`src/rtl/add_serial_feeder_if.sv`:
```
// ---------------------------------------------------------------------------
// add_serial_feeder_if
//   Handshake bundle between the operand producer / result consumer and the
//   add_serial feeder.
//   Operand channel : in_valid, in_ready, in_a[7:0], in_b[7:0]
//   Result channel  : res_valid, res_ready, res_sum[7:0]
//   master : producer/consumer side (drives operands, accepts results)
//   slave  : feeder side (accepts operands, drives results)
// ---------------------------------------------------------------------------
interface add_serial_feeder_if;
  logic       in_valid;
  logic       in_ready;
  logic [7:0] in_a;
  logic [7:0] in_b;
  logic       res_valid;
  logic       res_ready;
  logic [7:0] res_sum;

  modport master (
    output in_valid, in_a, in_b, res_ready,
    input  in_ready, res_valid, res_sum
  );

  modport slave (
    input  in_valid, in_a, in_b, res_ready,
    output in_ready, res_valid, res_sum
  );
endinterface

```
`src/rtl/add_serial_feeder.sv`:
```
// ---------------------------------------------------------------------------
// add_serial_feeder
//   Operand sequencer for the 8-bit serial adder. Queues (a,b) pairs in a
//   small FIFO, launches one addition at a time (stable a/b, one-cycle en),
//   waits the adder's fixed latency, captures its output and offers it as a
//   valid/ready result. Results leave in operand order.
// Ports
//   clk        : rising-edge clock
//   rst        : asynchronous active-high reset
//   up_if      : slave side of the operand/result handshake bundle
//   add_en_o   : en pulse to the adder, one cycle per operation
//   add_a_o    : operand a to the adder, held from launch until capture
//   add_b_o    : operand b to the adder, held from launch until capture
//   add_out_i  : sum returned by the adder
//   busy_o     : high whenever the sequencer is not idle
// ---------------------------------------------------------------------------
module add_serial_feeder #(
  parameter int DEPTH       = 4,
  parameter int ADD_LATENCY = 9
) (
  input  logic               clk,
  input  logic               rst,
  add_serial_feeder_if.slave up_if,
  output logic               add_en_o,
  output logic [7:0]         add_a_o,
  output logic [7:0]         add_b_o,
  input  logic [7:0]         add_out_i,
  output logic               busy_o
);

  localparam int PTR_W  = (DEPTH > 1) ? $clog2(DEPTH) : 1;
  localparam int FCNT_W = PTR_W + 1;
  localparam int CNT_W  = $clog2(ADD_LATENCY) + 1;

  localparam logic [FCNT_W-1:0] FCNT_FULL = FCNT_W'(DEPTH);
  localparam logic [CNT_W-1:0]  CNT_LAST  = CNT_W'(ADD_LATENCY - 1);

  typedef enum logic [1:0] {
    S_IDLE    = 2'd0,
    S_LAUNCH  = 2'd1,
    S_WAIT    = 2'd2,
    S_CAPTURE = 2'd3
  } state_e;

  state_e             state_q, state_d;
  logic [CNT_W-1:0]   cnt_q, cnt_d;

  logic [15:0]        mem_q [DEPTH];
  logic [PTR_W-1:0]   wr_ptr_q, rd_ptr_q;
  logic [FCNT_W-1:0]  fcnt_q;

  logic               add_en_q;
  logic               busy_q;
  logic [7:0]         add_a_q, add_b_q;
  logic               res_valid_q;
  logic [7:0]         res_sum_q;

  logic               in_ready_s;
  logic               push_s;
  logic               pop_s;
  logic               res_pop_s;

  // in_ready depends on the stored count only, never on a same-cycle pop
  assign in_ready_s = (fcnt_q != FCNT_FULL);
  assign push_s     = up_if.in_valid & in_ready_s;
  assign res_pop_s  = res_valid_q & up_if.res_ready;

  // Next-state logic; pop_s marks the IDLE cycle that dequeues the head pair
  always_comb begin
    state_d = state_q;
    cnt_d   = cnt_q;
    pop_s   = 1'b0;
    case (state_q)
      S_IDLE: begin
        // A launch needs the result slot empty now or emptied this cycle,
        // so CAPTURE can never overwrite an unconsumed result.
        if ((fcnt_q != {FCNT_W{1'b0}}) && (!res_valid_q || up_if.res_ready)) begin
          pop_s   = 1'b1;
          state_d = S_LAUNCH;
        end else begin
          state_d = S_IDLE;
        end
      end
      S_LAUNCH: begin
        cnt_d   = {CNT_W{1'b0}};
        state_d = S_WAIT;
      end
      S_WAIT: begin
        // cnt_d is the incremented count; leaving when it reaches
        // ADD_LATENCY-1 places CAPTURE exactly ADD_LATENCY cycles after LAUNCH.
        cnt_d = cnt_q + CNT_W'(1);
        if (cnt_d == CNT_LAST) begin
          state_d = S_CAPTURE;
        end else begin
          state_d = S_WAIT;
        end
      end
      S_CAPTURE: begin
        state_d = S_IDLE;
      end
      default: begin
        cnt_d   = {CNT_W{1'b0}};
        state_d = S_IDLE;
      end
    endcase
  end

  // FSM state, latency counter and registered adder controls
  always_ff @(posedge clk or posedge rst) begin
    if (rst) begin
      state_q  <= S_IDLE;
      cnt_q    <= {CNT_W{1'b0}};
      add_en_q <= 1'b0;
      busy_q   <= 1'b0;
      add_a_q  <= 8'h00;
      add_b_q  <= 8'h00;
    end else begin
      state_q  <= state_d;
      cnt_q    <= cnt_d;
      add_en_q <= pop_s;
      busy_q   <= (state_d != S_IDLE);
      if (pop_s) begin
        add_a_q <= mem_q[rd_ptr_q][15:8];
        add_b_q <= mem_q[rd_ptr_q][7:0];
      end
    end
  end

  // FIFO pointers and occupancy; push plus pop leaves the count unchanged
  always_ff @(posedge clk or posedge rst) begin
    if (rst) begin
      wr_ptr_q <= {PTR_W{1'b0}};
      rd_ptr_q <= {PTR_W{1'b0}};
      fcnt_q   <= {FCNT_W{1'b0}};
    end else begin
      if (push_s) begin
        wr_ptr_q <= wr_ptr_q + PTR_W'(1);
      end
      if (pop_s) begin
        rd_ptr_q <= rd_ptr_q + PTR_W'(1);
      end
      case ({push_s, pop_s})
        2'b10:   fcnt_q <= fcnt_q + FCNT_W'(1);
        2'b01:   fcnt_q <= fcnt_q - FCNT_W'(1);
        default: fcnt_q <= fcnt_q;
      endcase
    end
  end

  // FIFO storage; contents are don't-care while the count says empty
  always_ff @(posedge clk) begin
    if (push_s) begin
      mem_q[wr_ptr_q] <= {up_if.in_a, up_if.in_b};
    end
  end

  // Result slot: capture sets it, consumer handshake clears it
  always_ff @(posedge clk or posedge rst) begin
    if (rst) begin
      res_valid_q <= 1'b0;
      res_sum_q   <= 8'h00;
    end else if (state_q == S_CAPTURE) begin
      res_valid_q <= 1'b1;
      res_sum_q   <= add_out_i;
    end else if (res_pop_s) begin
      res_valid_q <= 1'b0;
    end else begin
      res_valid_q <= res_valid_q;
    end
  end

  assign up_if.in_ready  = in_ready_s;
  assign up_if.res_valid = res_valid_q;
  assign up_if.res_sum   = res_sum_q;
  assign add_en_o        = add_en_q;
  assign add_a_o         = add_a_q;
  assign add_b_o         = add_b_q;
  assign busy_o          = busy_q;

endmodule
```
`src/flat_wrapper.sv`:
```
// flat-port wrapper written by rule: the top's interface ports become plain ports
module add_serial_feeder_flat 
#(
  parameter int DEPTH       = 4,
  parameter int ADD_LATENCY = 9
)
  (clk, rst, add_en_o, add_a_o, add_b_o, add_out_i, busy_o, up_if_in_valid, up_if_in_a, up_if_in_b, up_if_res_ready, up_if_in_ready, up_if_res_valid, up_if_res_sum);
  add_serial_feeder_if up_if_i ();
  input  logic clk;
  input  logic rst;
  output logic add_en_o;
  output logic [7:0] add_a_o;
  output logic [7:0] add_b_o;
  input  logic [7:0] add_out_i;
  output logic busy_o;
  input wire logic [$bits(up_if_i.in_valid)-1:0] up_if_in_valid;
  input wire logic [$bits(up_if_i.in_a)-1:0] up_if_in_a;
  input wire logic [$bits(up_if_i.in_b)-1:0] up_if_in_b;
  input wire logic [$bits(up_if_i.res_ready)-1:0] up_if_res_ready;
  output wire logic [$bits(up_if_i.in_ready)-1:0] up_if_in_ready;
  output wire logic [$bits(up_if_i.res_valid)-1:0] up_if_res_valid;
  output wire logic [$bits(up_if_i.res_sum)-1:0] up_if_res_sum;
  assign up_if_i.in_valid = up_if_in_valid;
  assign up_if_i.in_a = up_if_in_a;
  assign up_if_i.in_b = up_if_in_b;
  assign up_if_i.res_ready = up_if_res_ready;
  assign up_if_in_ready = up_if_i.in_ready;
  assign up_if_res_valid = up_if_i.res_valid;
  assign up_if_res_sum = up_if_i.res_sum;
  add_serial_feeder #(.DEPTH(DEPTH), .ADD_LATENCY(ADD_LATENCY)) u_core (.clk(clk), .rst(rst), .up_if(up_if_i), .add_en_o(add_en_o), .add_a_o(add_a_o), .add_b_o(add_b_o), .add_out_i(add_out_i), .busy_o(busy_o));
endmodule
```
`config.mk`:
```
export PLATFORM = sky130hd
export DESIGN_NAME = add_serial_feeder_flat
export DESIGN_NICKNAME = d
export VERILOG_FILES = /design/src/rtl/add_serial_feeder_if.sv /design/src/rtl/add_serial_feeder.sv /design/src/flat_wrapper.sv
export SDC_FILE = /design/constraint.sdc
export NUM_CORES = 1
export LEC_CHECK = 0
export CORE_MARGIN = 10
export CORE_UTILIZATION = 35
export DETAILED_ROUTE_END_ITERATION = 6
export PLACE_DENSITY_LB_ADDON = 0.2
export RECOVER_POWER = 25
export SLEW_MARGIN = 20
export SYNTH_ARGS = -nofsm -noshare
export SYNTH_HDL_FRONTEND = slang
export SYNTH_SLANG_ARGS = --single-unit
```
`constraint.sdc`:
```
create_clock -name clk -period 2.4 [get_ports clk]
set_input_delay 0.36 -clock clk [delete_from_list [all_inputs] [get_ports clk]]
set_output_delay 0.36 -clock clk [all_outputs]
set_load 0.03 [all_outputs]
```
# Word-level counts from Yosys, hierarchy flattened
# Memories as Yosys holds them, arrays and structs flattened. A register that Yosys moved wholly into a read port is not among the register bits.
# Index checks and enable logic that the tools add are counted.
# W data, S select, Z words.
[totals]
ff_bits = 25
ramBits = 64
in_bits = 28
out_inout_bits = 28
elab_cells = 44
memories = 1
[classes]
n_addsub = 5
eq_ne = 7
mux = 11
bitwise_logic = 2
reduce_logical = 9
[mem_list]
columns = ["name", "depth", "width", "rd", "rd_ports_with_merged_regs", "wr", "line", "source"]
rows = [
  ["u_core.mem_q", 4, 16, 1, 1, 1, "add_serial_feeder.sv:48", "logic [15:0] mem_q [DEPTH];"],
]
[ops]
columns = ["op", "count"]
rows = [
  ["$pmux W5 S2", 1],
  ["$mux W1", 8],
  ["$pmux W2 S4", 1],
  ["$reduce_bool A2 Y1", 4],
  ["$eq A2 B2 Y1 const B", 3],
  ["$pmux W3 S2", 1],
  ["$add A5 B1 Y5 const B", 1],
  ["$eq A5 B4 Y1 const B", 1],
  ["$add A2 B1 Y2 const B", 2],
  ["$eq A2 B1 Y1 const B", 2],
  ["$add A3 B1 Y3 const B", 1],
  ["$ne A3 B3 Y1 const B", 1],
  ["$reduce_bool A3 Y1", 1],
  ["$sub A3 B1 Y3 const B", 1],
  ["$and A1 B1 Y1", 2],
  ["$logic_not A2 Y1", 1],
  ["$logic_and A1 B1 Y1", 1],
  ["$logic_not A1 Y1", 1],
  ["$logic_or A1 B1 Y1", 1],
]

# Longest topological paths before layout
# Gate-level depths: netlist (run 1).
[logic_depth]
ltp_word = 7
ltp_mapped = 10

# Worst setup path after synthesis (run 1)
# OpenSTA, ideal clock, no wires.
[synth_timing]
kind = "reg2reg"
from = "register u_core.fcnt_q[1]"
to = "register u_core.fcnt_q[1]"
arrival_time_ns = 2.069
required_time_ns = 2.275
path_slack_ns = 0.206
path_stages_with_launch = 7
synth_period_minus_slack_ns = 2.194
path_cell_list = "dfrtp_1 > or3b_1 > and2_4 > inv_1 > ha_1 > fa_1 > mux2_2"
[synth_rtl]
columns = ["item", "line", "source"]
rows = [
  ["from (decl)", "add_serial_feeder.sv:50", "logic [FCNT_W-1:0] fcnt_q;"],
  ["from (signal assigned)", "add_serial_feeder.sv:134", "fcnt_q <= {FCNT_W{1'b0}};"],
  ["from (signal assigned)", "add_serial_feeder.sv:143", "2'b10: fcnt_q <= fcnt_q + FCNT_W'(1);"],
  ["from (signal assigned)", "add_serial_feeder.sv:144", "2'b01: fcnt_q <= fcnt_q - FCNT_W'(1);"],
  ["$ne A3 B3 Y1 (*)", "add_serial_feeder.sv:64", "assign in_ready_s = (fcnt_q != FCNT_FULL);"],
  ["named net up_if_in_ready", "flat_wrapper.sv:20", "output wire logic [$bits(up_if_i.in_ready)-1:0] up_if_in_ready;"],
  ["$and A1 B1 Y1 (*)", "add_serial_feeder.sv:65", "assign push_s = up_if.in_valid & in_ready_s;"],
  ["$eq A2 B1 Y1 or $eq A2 B2 Y1 (tied branches)", "add_serial_feeder.sv:142", "case ({push_s, pop_s})"],
  ["$pmux W3 S2 or $reduce_bool A2 Y1 (tied branches)", "n/a", ""],
]
# Mark *: on every way through the listed nets, which the timed path passes. The rest lies on a longest branch.
# A chain may end at the register's enable or synchronous reset.

# Final worst setup path (run 1)
[layout_timing]
from = "register u_core.fcnt_q[1]"
to = "output port up_if_in_ready"
[layout_between]
elab_chain_cells = 1
[layout_lines]
columns = ["item", "line"]
rows = [
  ["$ne A3 B3 Y1", "add_serial_feeder.sv:64"],
  ["to (decl)", "flat_wrapper.sv:20"],
]
# No other way between the ends.

==> impl_metrics.py, run 1 <==
metrics = {
    "die": {
        "die_x_um": 129,
        "die_h_um": 129,
        "dieArea_um2": 16600,
        "num_rows": 39,
        "io_pins": 56,
        "core_area_um2": 11500,
        "start_util": 0.359,
    },
    "worst_setup_path": {
        "worstSetupPathType": "flop to output pin",
        "startpoint_type": "flop",
        "crit_fanout": 6,
        "crit_family": "buffers and inverters",
        "crit_buf_inv": 1,
        "max_stage_delay_ns": 0.63,
        "path_cells": "or3b_1, clkdlybuf4s50_1",
        "slowest_stage": "clkdlybuf4s50_1",
        "end_kind": "output pin",
        "worst-endpoint-arrival_ns": 1.86,
        "worstPathRequired_ns": 2.04,
    },
    "sta": {
        "setup_viol_count_final": 0,
        "fin_ws_ns": 0.178,
        "worst_pin_slew_ns": 0.812,
        "drv_slew": 0,
        "fin_tns_setup_ns": 0,
        "relSlewSlack": 0.458,
        "whs_ns": 0.491,
        "period_minus_slack_ns": 2.22,
        "max_freq_mhz": 450,
        "finalCritPeriodShare": 0.926,
        "finClkSkew_ns": 0.00880,
        "rsz0062_at_grt": "no",
        "hold_viol": 0,
    },
    "finish": {
        "syn2layout_area_growth_pct": 24.8,
        "fillCellCount": 1042,
        "final_common_cell": "edfxtp_1",
        "drive_gt1_frac": 0.216,
        "final_cell_mix": "edfxtp_1 (64), clkdlybuf4s50_1 (43), dfrtp_1 (41), mux2_2 (27), dlygate4sd3_1 (12)",
        "fin_nets": 325,
        "antenna_cells": 0,
        "fin_cells": 434,
    },
    "synth": {
        "synth_ff_type": "edfxtp_1",
        "synth_edf_count": 64,
        "synthCells": 218,
        "syn_area_um2": 4140,
        "synth_warnings": 0,
        "ys_ff_latch": 105,
        "yosysUniqueCellTypes": 33,
        "ys_seq_area_frac": 0.713,
        "avgSynthCellArea_um2": 19.0,
        "async_reset_ff_frac": 0.390,
        "syn_nets": 257,
    },
    "placed_design": {
        "port_buffers": 55,
        "gp_congestion": 0.691,
        "place_inst": 418,
        "dp_hpwl_mm": 5.16,
        "place_ws_ns": 0.205,
    },
    "power": {
        "switching_share": 0.334,
        "p_int_mw": 4.52,
        "ir_drop_uv": 376,
        "pwr-share-comb": 0.394,
        "p_switching_mw": 2.26,
        "seqPwrFrac": 0.410,
        "clock_power_share": 0.195,
        "powerDensity_nw_per_um2": 1310,
        "leakagePower_nw": 1.93,
    },
    "grt": {
        "grt_pass1_vias": 2237,
        "track_usage": 0.0960,
        "grt-ovfl-total": 0,
        "grt_pass1_wl_mm": 12.2,
        "grt_max_degree": 21,
        "antenna_found_initial": 0,
    },
    "drt": {
        "routed_wl_mm": 7.43,
        "post_drt_wl_per_cell_um": 17.1,
        "ant_nets": 0,
        "drt_iter0_drc": 86,
        "dr.pass1.iters": 4,
        "route.detailed.drc": 0,
        "num_vias": 2067,
        "vias_per_cell": 4.76,
    },
    "min_path": {
        "min_path_type": "flop to flop",
    },
    "cts": {
        "hold_buffers": 0,
        "clock_path_buffers": 2,
        "cts_buffers": 9,
        "htreeDepth": 3,
        "ctsResizeCount": 0,
        "cts_root_buf": "clkbuf_16",
        "clkSlewWorstSetupHoldPaths_ns": 0.07,
        "clock_latency_ns": 0.34,
        "cts_setup_buffers": 0,
        "clock_sinks": 105,
        "cts_tree": "done",
    },
    "flow_run": {
        "cap_violations": 0,
    },
    "run_status": {
        "status": "finished, final reports clean",
    },
}
[synthesized netlist by cell type, types with 2 or more instances]
library cell,count,area [um2]
xnor2_1,5,43.8
o21ai_0,5,25.0
mux2_2,27,304
mux4_2,11,248
clkbuf_1,2,7.51
edfxtp_1,64,1920
mux4_1,5,131
nand3_1,7,35.0
ha_1,10,125
buf_2,2,10.0
dfrtp_1,41,1030
nand2b_1,4,25.0
nand2_1,2,7.51
and3_1,4,25.0
inv_1,11,41.3
[power by group through the flow]
stage          combinational (mW)  clock, mW  sequential, mW
2_1_floorplan                1.42          0            3.19
3_3_place_gp                 2.72          0            2.82
3_5_place_dp                 2.75          0            2.83
4_1_cts                      2.75       1.36            2.80
5_1_grt                      2.91       1.46            2.85
6_report                     2.67       1.32            2.78
[kinds of logic (layout without fill, tap and decap cells)]
kind of cell	count (synthesis)	after routing	synth area share
mux	43	43	0.165
fa+ha+maj	11	11	0.0351
compound gates	11	11	0.0166
simple gates	24	24	0.0342
flops	105	105	0.713
buf+inv	18	91	0.0236
xor+xnor	6	6	0.0127
[final timing paths]
check	slack, ns	start	to	depth (start not counted)
worst max-delay path	0.18	u_core.fcnt_q[1]	up_if_in_ready	2
min in group asynchronous	0.63	rst	u_core.add_a_o[6]	2
max in group asynchronous	1.07	rst	u_core.up_if.res_sum[1]	3
worst max register to register	0.27	u_core.fcnt_q[1]	u_core.fcnt_q[1]	6
worst min-delay path	0.49	u_core.fcnt_q[2]	u_core.fcnt_q[2]	1
worst min register to register	0.49	u_core.fcnt_q[2]	u_core.fcnt_q[2]	1
[flip-flops by register name, summed over array words and instances, names as in the netlist]
name                    flops
u_core.add_a_o              8
u_core.add_b_o              8
u_core.add_en_o             1
u_core.busy_o               1
u_core.cnt_q                5
u_core.fcnt_q               3
u_core.mem_q               64
u_core.rd_ptr_q             2
u_core.state_q              2
u_core.up_if.res_sum        8
u_core.up_if.res_valid      1
u_core.wr_ptr_q             2
[through the flow]
| stage | total power, mW | utilization | cell area, um2 |
|---|---|---|---|
| final | 6.78 | 0.448 | 5160 |
| after global placement | 5.54 | 0.425 | 4890 |
| after CTS | 6.91 | 0.448 | 5160 |
| after detailed placement | 5.58 | 0.425 | 4890 |
| after floorplan | 4.61 | - | 4140 |
| after global routing | 7.22 | 0.448 | 5160 |
[metal layers]
layer	up-vias	global-route usage	part of all wire
met3	7	0.0279	0.065
li1	971	-	-
met5	-	0	0
met4	0	0.0482	0.017
met1	1046	0.109	0.41
met2	43	0.162	0.51
[area by class of cell]
type / count / area [um2] / area share
Sequential cell: 105 / 2950 / 0.571
Multi-Input combinational cell: 95 / 1090 / 0.211
Timing Repair Buffer: 64 / 631 / 0.122
Clock inverter: 7 / 46.3 / 0.00897
Clock buffer: 9 / 225 / 0.0436
Tap cell: 143 / 179 / 0.0347
Inverter: 11 / 41.3 / 0.00800
Power figures use the tool's default switching activity.
==> inputs of run 2 (changes only) <==
--- a/config.mk
+++ b/config.mk
@@ -5,11 +5,13 @@
 export SDC_FILE = /design/constraint.sdc
 export NUM_CORES = 1
 export LEC_CHECK = 0
+export CAP_MARGIN = 10
 export CORE_MARGIN = 10
 export CORE_UTILIZATION = 35
 export DETAILED_ROUTE_END_ITERATION = 6
 export PLACE_DENSITY_LB_ADDON = 0.2
 export RECOVER_POWER = 25
+export SETUP_SLACK_MARGIN = 0.2
 export SLEW_MARGIN = 20
 export SYNTH_ARGS = -nofsm -noshare
 export SYNTH_HDL_FRONTEND = slang
==> run 2 against run 1 <==
  * Via count is 0.34% higher
  * First-iteration DRC count is 20% lower
  * Hold slack worse by 0.00067 ns
  * Power hardly changed
  * Critical path type is now flop to flop
  * Critical endpoint is now u_core.fcnt_q[1]
  * Largest cell class unchanged
==> impl_metrics.py, run 2 (synthesis results as in run 1) <==
metrics = {
    "run_status": {
        "status": "finished, final reports clean",
    },
    "worst_setup_path": {
        "slowest_stage": "or3b_4",
        "max_stage_delay_ns": 0.44,
        "end_kind": "flop",
        "worstPathRequired_ns": 2.62,
        "crit_fanout": 6,
        "worst-endpoint-arrival_ns": 2.30,
        "path_cells": "or3b_4, and2_4, inv_1, ha_1, fa_1, mux2_2",
        "worstSetupPathType": "flop to flop",
        "startpoint_type": "flop",
    },
    "die": {
        "core_area_um2": 11500,
        "die_h_um": 129,
        "start_util": 0.359,
        "num_rows": 39,
        "die_x_um": 129,
        "dieArea_um2": 16600,
        "io_pins": 56,
    },
    "cts": {
        "hold_buffers": 0,
        "clkSlewWorstSetupHoldPaths_ns": 0.07,
        "cts_tree": "done",
        "cts_buffers": 9,
        "cts_setup_buffers": 0,
        "clock_sinks": 105,
        "htreeDepth": 3,
        "clock_latency_ns": 0.34,
        "clock_path_buffers": 2,
        "cts_root_buf": "clkbuf_16",
    },
    "placed_design": {
        "dpl_cell_area_um2": 4890,
        "gp_congestion": 0.691,
        "place_inst": 418,
        "port_buffers": 55,
        "dp_hpwl_mm": 5.16,
    },
    "power": {
        "ir_drop_uv": 376,
        "powerDensity_nw_per_um2": 1310,
        "leakagePower_nw": 1.93,
        "total_power_mw": 6.78,
    },
    "finish": {
        "multi_input_area_um2": 1090,
        "final_cell_mix": "edfxtp_1 (64), clkdlybuf4s50_1 (42), dfrtp_1 (41), mux2_2 (27), dlygate4sd3_1 (12)",
        "syn2layout_area_growth_pct": 24.8,
        "fillCellCount": 1041,
        "largest_reg_flops": 64,
        "antenna_cells": 0,
        "fin_nets": 325,
        "fin_cells": 434,
        "regArea_um2": 2950,
        "final_cell_area_um2": 5160,
        "final_common_cell": "edfxtp_1",
        "top_register": "u_core.mem_q",
        "drive_gt1_frac": 0.220,
    },
    "grt": {
        "track_usage": 0.0959,
        "grt_pass1_wl_mm": 12.2,
        "grt_max_degree": 21,
        "grt-ovfl-total": 0,
        "grt_pass1_vias": 2236,
        "antenna_found_initial": 0,
    },
    "sta": {
        "fin_tns_setup_ns": 0,
        "finClkSkew_ns": 0.00883,
        "relSlewSlack": 0.458,
        "rsz0062_at_grt": "no",
        "finalCritPeriodShare": 0.863,
        "period_minus_slack_ns": 2.07,
        "setup_viol_count_final": 0,
        "max_freq_mhz": 483,
        "hold_viol": 0,
        "whs_ns": 0.491,
        "worst_pin_slew_ns": 0.812,
        "drv_slew": 0,
    },
    "drt": {
        "drt_iter0_drc": 69,
        "ant_nets": 0,
        "post_drt_wl_per_cell_um": 17.1,
        "vias_per_cell": 4.78,
        "routed_wl_mm": 7.42,
        "dr.pass1.iters": 4,
        "route.detailed.drc": 0,
        "num_vias": 2074,
    },
    "flow_run": {
        "cap_violations": 0,
    },
    "min_path": {
        "min_path_type": "flop to flop",
    },
}
run 2: cell types whose count changed in the layout (fill, tap and decap cells not counted), sizes merged:
cell / before / now
clkdlybuf4s50: 43 / 42
dlygate4sd2: 0 / 1
run 2: final cells by class:
cell class                      count  share of cell area
Sequential cell                   105               0.571
Multi-Input combinational cell     95               0.212
Timing Repair Buffer               64               0.122
Clock buffer                        9              0.0436
Tap cell                          143              0.0347
Clock inverter                      7             0.00897
Inverter                           11             0.00800
run 2: timing repair:
action	CTS	global route
pin swaps	0	0
setup endpoints to repair	1	2
gates cloned	0	0
resized for setup	1	1
run 2: critical path, delay by kind of cell, from the launching register on:
family	cells	cell delay, ns
buf+inv	1	0.05
fa+ha+maj	2	0.61
flops	1	0.42
simple gates	2	0.63
mux	1	0.26
run 2: worst paths after layout:
kind | startpoint | to | slack (ns) | cells after the start
hold reg to reg | u_core.fcnt_q[2] | u_core.fcnt_q[2] | 0.49 | 1
hold / removal | u_core.fcnt_q[2] | u_core.fcnt_q[2] | 0.49 | 1
max in group asynchronous | rst | u_core.up_if.res_sum[1] | 1.07 | 3
setup / recovery | u_core.fcnt_q[1] | u_core.fcnt_q[1] | 0.33 | 6
min in group asynchronous | rst | u_core.add_a_o[6] | 0.63 | 2
setup reg to reg | u_core.fcnt_q[1] | u_core.fcnt_q[1] | 0.33 | 6
run 2: metrics by stage:
stage	utilization	worst slack, ns
final	0.448	0.329
after global routing	0.448	0.200
after CTS	0.448	0.272
after detailed placement	0.425	0.205
after global placement	0.425	0.228
after floorplan	-	0.206
run 2: metal layers:
layer | track usage | up-vias | wire, um
li1 | - | 971 | -
met1 | 0.109 | 1052 | 3040
met2 | 0.162 | 44 | 3770
met3 | 0.0279 | 7 | 485
met4 | 0.0482 | 0 | 125
met5 | 0 | - | 0
run 2: where the power goes:
part           total (mW)  switching [mW]  internal [mW]  leakage [nW]
combinational        2.67            1.35           1.32         0.723
clock                1.32           0.622          0.700         0.125
sequential           2.78           0.281           2.50          1.08
total                6.78            2.26           4.52          1.93
==> inputs of run 3 (changes only) <==
--- a/config.mk
+++ b/config.mk
@@ -8,6 +8,7 @@
 export CAP_MARGIN = 10
 export CORE_MARGIN = 10
 export CORE_UTILIZATION = 35
+export CTS_BUF_LIST = sky130_fd_sc_hd__clkbuf_8
 export DETAILED_ROUTE_END_ITERATION = 6
 export PLACE_DENSITY_LB_ADDON = 0.2
 export RECOVER_POWER = 25
==> run 3 against run 2 <==
  * Critical endpoint unchanged
  * Sequential share of layout area grew 1.0 points
  * First-iteration DRC count grew 20%
  * Global-route usage shrank 0.061 points
  * Utilization shrank 0.77 points
  * Combinational power is essentially flat
  * Fmax shrank 0.32%
  * Critical path depth is the same
  * Hold slack gained 0.020 ns
  * Power shrank 5.2%
  * Worst setup slack lost 0.0067 ns
  * Largest power group unchanged
  * Final cell count grew 0.23%
  * Clock skew grew 0.0066 ns
==> impl_metrics.py, run 3 (synthesis results as in run 1) <==
metrics = {
    "run_status": {
        "status": "finished, final reports clean",
    },
    "worst_setup_path": {
        "startpoint": "u_core.fcnt_q[0]",
        "crit_family": "simple AND/OR/NAND/NOR gates",
        "r2r-end": "u_core.fcnt_q[1]",
        "max_stage_delay_ns": 0.45,
        "end_kind": "flop",
        "slowest_stage": "dfrtp_1",
        "r2r_slack_ns": 0.32,
        "startpoint_type": "flop",
        "timing.rr.start": "u_core.fcnt_q[0]",
        "crit_fanout": 6,
        "crit_cells": 6,
        "worstPathRequired_ns": 2.66,
        "crit_buf_inv": 1,
        "reg2reg_depth": 6,
        "cp-endpoint": "u_core.fcnt_q[1]",
        "worst-endpoint-arrival_ns": 2.34,
        "worstSetupPathType": "flop to flop",
        "path_cells": "or3b_4, and2_4, inv_1, ha_1, fa_1, mux2_2",
    },
    "sta": {
        "fin_tns_setup_ns": 0,
        "finClkSkew_ns": 0.0155,
        "worst_pin_slew_ns": 0.830,
        "setup_viol_count_final": 0,
        "period_minus_slack_ns": 2.08,
        "relSlewSlack": 0.446,
        "max_freq_mhz": 481,
        "rsz0062_at_grt": "no",
        "finalCritPeriodShare": 0.866,
        "drv_slew": 0,
        "hold_viol": 0,
    },
    "placed_design": {
        "port_buffers": 55,
        "gp_congestion": 0.691,
        "dp_hpwl_mm": 5.16,
        "place_inst": 418,
    },
    "drt": {
        "wl_met2_mm": 3.74,
        "dr.pass1.iters": 4,
        "drt_iter0_drc": 83,
        "wl_met1_mm": 3.07,
        "num_vias": 2070,
        "routed_wl_mm": 7.44,
        "wl_met3_um": 482,
        "vias_per_cell": 4.76,
        "top_layer": "met4",
        "ant_nets": 0,
        "post_drt_wl_per_cell_um": 17.1,
        "route.detailed.drc": 0,
    },
    "finish": {
        "final_common_cell": "edfxtp_1",
        "multi_input_area_um2": 1100,
        "fin_cells": 435,
        "postLayoutCoreUtil": 0.441,
        "drive_gt1_frac": 0.226,
        "syn2layout_area_growth_pct": 22.7,
        "fin_nets": 326,
        "largest_reg_flops": 64,
        "antenna_cells": 0,
        "top_register": "u_core.mem_q",
        "final_cell_mix": "edfxtp_1 (64), dfrtp_1 (41), clkdlybuf4s50_1 (40), mux2_2 (27), dlygate4sd3_1 (14)",
        "fillCellCount": 1055,
        "regArea_um2": 2950,
    },
    "min_path": {
        "min_from": "u_core.fcnt_q[2]",
        "whs_path_depth": 1,
        "min_path_type": "flop to flop",
    },
    "cts": {
        "clock_latency_ns": 0.36,
        "clock_sinks": 105,
        "cts_buffers": 9,
        "cts_root_buf": "clkbuf_8",
        "hold_buffers": 0,
        "cts_tree": "done",
        "htreeDepth": 3,
        "clkSlewWorstSetupHoldPaths_ns": 0.10,
        "clock_path_buffers": 2,
    },
    "grt": {
        "grt_pass1_wl_mm": 12.2,
        "antenna_found_initial": 0,
        "track_usage": 0.0953,
        "grt_pass1_vias": 2243,
        "grt-ovfl-total": 0,
        "grt_max_degree": 21,
    },
    "die": {
        "dieArea_um2": 16600,
        "num_rows": 39,
        "core_area_um2": 11500,
        "die_h_um": 129,
        "die_x_um": 129,
        "io_pins": 56,
        "start_util": 0.359,
    },
    "power": {
        "powerDensity_nw_per_um2": 1270,
        "ir_drop_uv": 362,
        "leakagePower_nw": 1.89,
    },
    "flow_run": {
        "cap_violations": 0,
    },
}
run 3: layer usage:
metal  global-route usage  vias up
met3               0.0267       11
met5                    0        -
li1                     -      971
met1                0.109     1039
met2                0.162       49
met4               0.0462        0
run 3: cell type report:
type                    count  share of cell area
clock buffers               9              0.0244
clock inverters             7             0.00912
inverters                  11             0.00814
multi-input cells          95               0.217
flip-flops and latches    105               0.581
well taps                 143              0.0353
repair buffers             65               0.126
run 3: worst min path at each step:
stage | end
after floorplan | u_core.fcnt_q[2]
after global placement | u_core.fcnt_q[2]
after detailed placement | u_core.fcnt_q[2]
after CTS | u_core.cnt_q[1]
after global routing | u_core.add_a_o[5]
final | u_core.fcnt_q[2]
run 3: timing repair:
item,in CTS,in global routing
gates cloned,0,0
pin swaps,0,0
endpoints found under the setup margin,1,2
setup buffers,0,1
hold endpoints to repair,0,0
resized for setup,1,2
run 3: power breakdown:
group | switching [mW] | internal (mW) | leakage, nW | total (mW)
clock | 0.579 | 0.375 | 0.0792 | 0.953
sequential | 0.280 | 2.50 | 1.08 | 2.78
combinational | 1.36 | 1.33 | 0.729 | 2.69
total | 2.22 | 4.20 | 1.89 | 6.42
run 3: per-stage QoR:
| step | hold WS, ns | worst slack, ns | power, mW | cell area (um2) |
|---|---|---|---|---|
| floorplan | 0.448 | 0.206 | 4.61 | 4140 |
| global placement | 0.478 | 0.228 | 5.54 | 4890 |
| CTS | 0.350 | 0.267 | 6.53 | 5060 |
| global route | 0.530 | 0.212 | 6.86 | 5070 |
| detailed placement | 0.488 | 0.205 | 5.58 | 4890 |
| finish | 0.511 | 0.322 | 6.42 | 5070 |
